==> src/rtl/prt_dptx_ctl_bank.sv <==
// Multi-channel DP TX control register bank, written by masked/selected messages.
// Bits are immediate level, self-clearing pulse, or staged in a shadow until SYNC_IN.
module prt_dptx_ctl_bank #(
  parameter int P_MSG_IDX   = 5,
  parameter int P_MSG_DAT   = 16,
  parameter int P_CH        = 4,
  parameter int P_CTL_WIDTH = 8,
  parameter logic [P_CTL_WIDTH-1:0] P_PLS_MSK  = '0,
  parameter logic [P_CTL_WIDTH-1:0] P_SYNC_MSK = '0,
  parameter logic [P_CTL_WIDTH-1:0] P_RST_VAL  = '0
) (
  input  logic                          RST_IN,
  input  logic                          CLK_IN,
  input  logic [P_MSG_IDX-1:0]          MSG_IDX_IN,
  input  logic                          MSG_FIRST_IN,
  input  logic                          MSG_LAST_IN,
  input  logic [P_MSG_DAT-1:0]          MSG_DAT_IN,
  input  logic                          MSG_VLD_IN,
  input  logic                          SYNC_IN,
  output logic [P_CH*P_CTL_WIDTH-1:0]   CTL_OUT,
  output logic [P_CH-1:0]               CTL_UPD_OUT,
  output logic                          ERR_OUT
);

  localparam int W = P_CTL_WIDTH;
  localparam logic [W-1:0] LP_LVL_IMM  = ~P_PLS_MSK & ~P_SYNC_MSK;
  localparam logic [W-1:0] LP_PLS_IMM  =  P_PLS_MSK & ~P_SYNC_MSK;
  localparam logic [W-1:0] LP_LVL_SYNC = ~P_PLS_MSK &  P_SYNC_MSK;
  localparam logic [W-1:0] LP_PLS_SYNC =  P_PLS_MSK &  P_SYNC_MSK;
  localparam logic [P_MSG_IDX-1:0] LP_IDX_MSK = P_MSG_IDX'(0);
  localparam logic [P_MSG_IDX-1:0] LP_IDX_SEL = P_MSG_IDX'(1);
  localparam logic [P_MSG_IDX-1:0] LP_IDX_DAT = P_MSG_IDX'(2);

  typedef enum logic [2:0] {IDLE, MSK, SEL, DAT, ERR} state_t;

  state_t             r_state;
  state_t             w_stateNxt;
  logic [W-1:0]       r_msk;
  logic [P_CH-1:0]    r_sel;
  logic [P_CH*W-1:0]  r_ctl;
  logic [P_CH*W-1:0]  r_shd;
  logic [P_CH-1:0]    r_pend;
  logic [P_CH-1:0]    r_upd;
  logic               r_err;

  logic               w_capMsk;
  logic               w_capSel;
  logic               w_wr;
  logic               w_err;
  logic [W-1:0]       w_wdat;
  logic [P_CH*W-1:0]  w_ctlNxt;
  logic [P_CH*W-1:0]  w_shdNxt;
  logic [P_CH-1:0]    w_pendNxt;
  logic [P_CH-1:0]    w_updNxt;
  logic               w_unused;

  assign w_wdat   = MSG_DAT_IN[W-1:0];
  assign w_unused = ^MSG_DAT_IN;

  // A first word restarts from any state; a last flag on the mask or select word is an early last.
  always_comb begin
    w_stateNxt = r_state;
    w_capMsk   = 1'b0;
    w_capSel   = 1'b0;
    w_wr       = 1'b0;
    w_err      = 1'b0;
    if (MSG_VLD_IN) begin
      if (MSG_FIRST_IN) begin
        if (MSG_IDX_IN == LP_IDX_MSK && !MSG_LAST_IN) begin
          w_capMsk   = 1'b1;
          w_stateNxt = MSK;
        end else begin
          w_err      = 1'b1;
          w_stateNxt = ERR;
        end
      end else begin
        case (r_state)
          MSK: begin
            if (MSG_IDX_IN == LP_IDX_SEL && !MSG_LAST_IN) begin
              w_capSel   = 1'b1;
              w_stateNxt = SEL;
            end else begin
              w_err      = 1'b1;
              w_stateNxt = ERR;
            end
          end
          SEL: begin
            if (MSG_IDX_IN == LP_IDX_DAT && MSG_LAST_IN) begin
              w_wr       = 1'b1;
              w_stateNxt = DAT;
            end else begin
              w_err      = 1'b1;
              w_stateNxt = ERR;
            end
          end
          ERR: w_stateNxt = ERR;
          default: begin
            w_err      = 1'b1;
            w_stateNxt = ERR;
          end
        endcase
      end
    end else if (r_state == DAT) begin
      w_stateNxt = IDLE;
    end
  end

  // Commit reads the old shadow, so a write in the SYNC_IN cycle stays pending for the next one.
  for (genvar c = 0; c < P_CH; c++) begin : g_ch
    logic [W-1:0] w_cur;
    logic [W-1:0] w_shd;
    logic [W-1:0] w_wrMsk;
    logic [W-1:0] w_nxt;
    logic         w_com;

    assign w_cur   = r_ctl[c*W +: W];
    assign w_shd   = r_shd[c*W +: W];
    assign w_wrMsk = (w_wr && r_sel[c]) ? r_msk : '0;
    assign w_com   = SYNC_IN && r_pend[c];

    assign w_nxt = (w_cur & LP_LVL_IMM & ~w_wrMsk)
                 | (w_wdat & w_wrMsk & (LP_LVL_IMM | LP_PLS_IMM))
                 | (w_com ? (w_shd & (LP_LVL_SYNC | LP_PLS_SYNC)) : (w_cur & LP_LVL_SYNC));

    assign w_ctlNxt[c*W +: W] = w_nxt;
    assign w_shdNxt[c*W +: W] = ((w_com ? (w_shd & ~LP_PLS_SYNC) : w_shd) & ~(w_wrMsk & P_SYNC_MSK))
                              | (w_wdat & w_wrMsk & P_SYNC_MSK);
    assign w_pendNxt[c] = (|(w_wrMsk & P_SYNC_MSK)) | (r_pend[c] & ~w_com);
    assign w_updNxt[c]  = |((w_nxt ^ w_cur) & ~P_PLS_MSK);
  end

  always_ff @(posedge CLK_IN or posedge RST_IN) begin
    if (RST_IN) begin
      r_state <= IDLE;
      r_msk   <= '0;
      r_sel   <= '0;
      r_ctl   <= {P_CH{P_RST_VAL}};
      r_shd   <= {P_CH{P_RST_VAL}};
      r_pend  <= '0;
      r_upd   <= '0;
      r_err   <= 1'b0;
    end else begin
      r_state <= w_stateNxt;
      if (w_capMsk) r_msk <= w_wdat;
      if (w_capSel) r_sel <= MSG_DAT_IN[P_CH-1:0];
      r_ctl   <= w_ctlNxt;
      r_shd   <= w_shdNxt;
      r_pend  <= w_pendNxt;
      r_upd   <= w_updNxt;
      r_err   <= w_err;
    end
  end

  assign CTL_OUT     = r_ctl;
  assign CTL_UPD_OUT = r_upd;
  assign ERR_OUT     = r_err;

endmodule

==> config.mk <==
export PLATFORM = sky130hd
export DESIGN_NAME = prt_dptx_ctl_bank
export DESIGN_NICKNAME = d
export VERILOG_FILES = /design/src/rtl/prt_dptx_ctl_bank.sv
export SDC_FILE = /design/constraint.sdc
export NUM_CORES = 1
export LEC_CHECK = 0
export CAP_MARGIN = 5
export CORE_UTILIZATION = 51
export DETAILED_ROUTE_END_ITERATION = 7
export PLACE_DENSITY = 0.81
export SLEW_MARGIN = 20
export SYNTH_ARGS = -nofsm -noshare
export SYNTH_HDL_FRONTEND = slang
export SYNTH_SLANG_ARGS = --single-unit
==> constraint.sdc <==
create_clock -name CLK_IN -period 2.25 [get_ports CLK_IN]
set_input_delay 0.45 -clock CLK_IN [delete_from_list [all_inputs] [get_ports CLK_IN]]
set_output_delay 0.45 -clock CLK_IN [all_outputs]
set_load 0.02 [all_outputs]
==> flow_summary_export.csv <==
group,metric,value,unit
timing,timing.final.crit_share,94.0,%
setup_path,worstSetupPathType,"input pin to flip-flop",
timing,clock_skew,0.00570,ns
power,netSwitchingPower,0.423,mW
setup_path,r2r_end,"CTL_OUT[6]$_DFF_PP0_",
synthesis,yosys_register_bits,52,
final_layout,fillCellCount,423,
clock_network,clk_latency,0.31,ns
power,power,1.71,mW
place,gp_congestion,0.775,
clock_network,cts_setup_buffers,0,
timing,hold_violations,0,
drt,vias_per_cell,5.66,
drt,drc,0,
clock_network,max-clock-path-buffers,2,
clock_network,cts_tree,"yes",
power,internal-power,1.28,mW
timing,rsz0062_at_grt,"no",
drt,routedWlPerCell,17.1,um
setup_path,worstRegToRegCells,5,
drt,drt_iter0_drc,133,
grt,grt_overflow,0,
final_layout,regArea,1300,um^2
grt,antenna_found_initial,0,
setup_path,end_kind,"flip-flop",
synthesis,synthCells,238,
setup_path,r2r_setup_slack,0.38,ns
die,num_io_pins,64,
setup_path,cp.required,2.45,ns
grt,grt_pass1_wl,10.2,mm
worst_hold_path,hold_path_class,"input pin to asynchronous set/reset pin",
power,leakage,1.65,nW
drt,ant_nets,0,
timing,tightestPinTransition,0.457,ns
die,dieWidth,77.4,um
final_layout,syn_to_final_growth,23.6,%
power,irDropWorstVdd,0.379,mV
timing,finalMaxSlewViolations,0,
grt,grt.total_usage,22.4,%
die,initial_core_util,52.7,%
synthesis,synth_cell_types,36,
die,design.die.area,5990,um^2
setup_path,rr_startpoint,"r_state[2]$_DFFE_PP0P_",
clock_network,cts_buffers,5,
final_layout,antenna_cells,0,
place,hpwl,4.36,mm
drt,num_vias,2053,
clock_network,cts_hold_buffers,0,
clock_network,htreeDepth,2,
timing,fmax,0.473,GHz
clock_network,cts.sinks,52,
timing,fin_crit,2.11,ns
synthesis,synth_area_per_cell,12.2,um^2
die,die_h,77.4,um
power,seqPwrFrac,57.5,%
power,power_frac_clock,32.0,%
run_status,status,"finished clean",
grt,grt_max_degree,34,
final_layout,multi_input_area,1400,um^2
synthesis,synth_edf_count,0,
die,core_area,5510,um^2
clock_network,clk_pin_slew,0.09,ns
final_layout,drive_gt1_share,25.8,%
timing,maxSlewHeadroom,69.5,%
final_layout,final_common_cell,"clkdlybuf4s50_1",
setup_path,cp_max_fo,22,
timing,finalSetupViolations,0,
setup_path,crit_arrival,2.31,ns
clock_network,cts_root_buf,"clkbuf_8",
final_layout,nets,317,
synthesis,synth-main-ff-cell,"dfrtp_1",
clock_network,cts_resized,0,
synthesis,seq_area_frac_synth,44.9,%
grt,grt_pass1_vias,2033,
job,cap_violations,0,
power,swShare,24.8,%
place,io_buffers,54,
final_layout,final_cell_mix,"clkdlybuf4s50_1 (54), dfrtp_1 (52), xor2_1 (32)",
setup_path,critPathLaunchType,"input pin",
timing,setup_tns,0,ns
synthesis,yosysWarnings,0,
drt,wl,6.20,mm
die,num_rows,27,
synthesis,syn_area,2900,um^2
drt,drt-pass1-iter-count,4,
synthesis,synth_nets,265,
synthesis,synth-async-reset-ratio,100,%
power,comb_power_share,10.4,%
power,power.density,476,nW/um^2
-- stage by stage --
stage	cells	cell area (um^2)	utilization, %	hold slack, ns	worst slack (ns)
after CTS	363	3580	65.1	0.465	0.143
after global routing	363	3580	65.1	0.488	0.0954
final	363	3580	65.1	0.455	0.135
after detailed placement	355	3490	63.4	0.541	-0.190
after global placement	355	3490	63.4	0.537	-0.165
after floorplan	238	2900	-	0.525	0.306
-- logic make-up (layout without fill, tap and decap cells) --
logic type                after synthesis  after routing  synth area share (%)
DFF                                    52             52                  44.9
and+or+nand+nor                        58             58                  13.4
buffers and inverters                  26             79                  6.77
xor gates and xnor gates               32             32                  9.66
muxes                                  44             44                  18.9
AOI/OAI and AO/OA                      26             26                  6.38
-- worst max path at each step --
stage / endpoint / from / slack (ns) / cells after the start
after floorplan: CTL_OUT[13]$_DFF_PP0_ / MSG_IDX_IN[0] / 0.31 / 5
after global placement: CTL_OUT[27]$_DFF_PP0_ / MSG_IDX_IN[0] / -0.16 / 6
after detailed placement: CTL_OUT[6]$_DFF_PP0_ / MSG_IDX_IN[0] / -0.19 / 6
after CTS: CTL_OUT[6]$_DFF_PP0_ / MSG_IDX_IN[0] / 0.14 / 6
after global routing: CTL_OUT[29]$_DFF_PP0_ / MSG_IDX_IN[0] / 0.1 / 6
final: CTL_OUT[6]$_DFF_PP0_ / MSG_IDX_IN[0] / 0.14 / 6
-- flip-flops by register name, summed over array words and instances, names as in the netlist --
name and count:
r_state 3, r_sel 4, CTL_OUT 32, ERR_OUT 1
CTL_UPD_OUT 4, r_msk 8
-- synth_stat cells (3+ instances only) --
library cell	instances	area, um^2
dfrtp_1	52	1300
xor2_1	32	280
mux2_2	27	304
nand3_1	22	110
mux2_4	14	210
nand4_1	9	56.3
a22oi_1	8	60.1
buf_6	6	67.6
clkbuf_1	6	22.5
buf_4	5	37.5
nand2_1	5	18.8
a221oi_1	4	35.0
a22o_1	4	35.0
a31oi_1	4	25.0
buf_2	4	20.0
nand3_2	4	40.0
o21ai_0	4	20.0
clkbuf_8	3	41.3
mux2_1	3	33.8
nor2_1	3	11.3
-- final cells by class --
type	instances	share of cell area [%]
Tap cell	72	2.51
Sequential cell	52	36.3
Clock buffer	6	2.30
Multi-Input combinational cell	160	39.1
Clock inverter	2	0.279
Timing Repair Buffer	69	19.3
Inverter	2	0.209
-- per-layer routing --
metal  vias up  GRT usage [%]  part of all wire [%]  routed length (um)
li1        965              -                     -                   -
met1       999           30.7                    44                2750
met2        72           34.3                    48                2970
met3        17           4.94                   5.1                 316
met4         0           9.62                   2.6                 163
met5         -              0                     0                   0
-- worst max-delay path, stage by stage --
cell and delay (ns):
clkdlybuf4s50_1 0.42, or4_4 0.58, nor4_4 0.20, buf_12 0.21
nand3_1 0.12, mux2_4 0.32
-- power groups by stage --
stage / logic [mW] / clock network (mW) / registers, mW
detailed placement: 0.178 / 0 / 0.998
floorplan: 0.142 / 0 / 0.972
global route: 0.195 / 0.597 / 0.985
global placement: 0.175 / 0 / 0.998
CTS: 0.179 / 0.563 / 0.980
finish: 0.178 / 0.546 / 0.982
(Power assumes the default switching activity.)
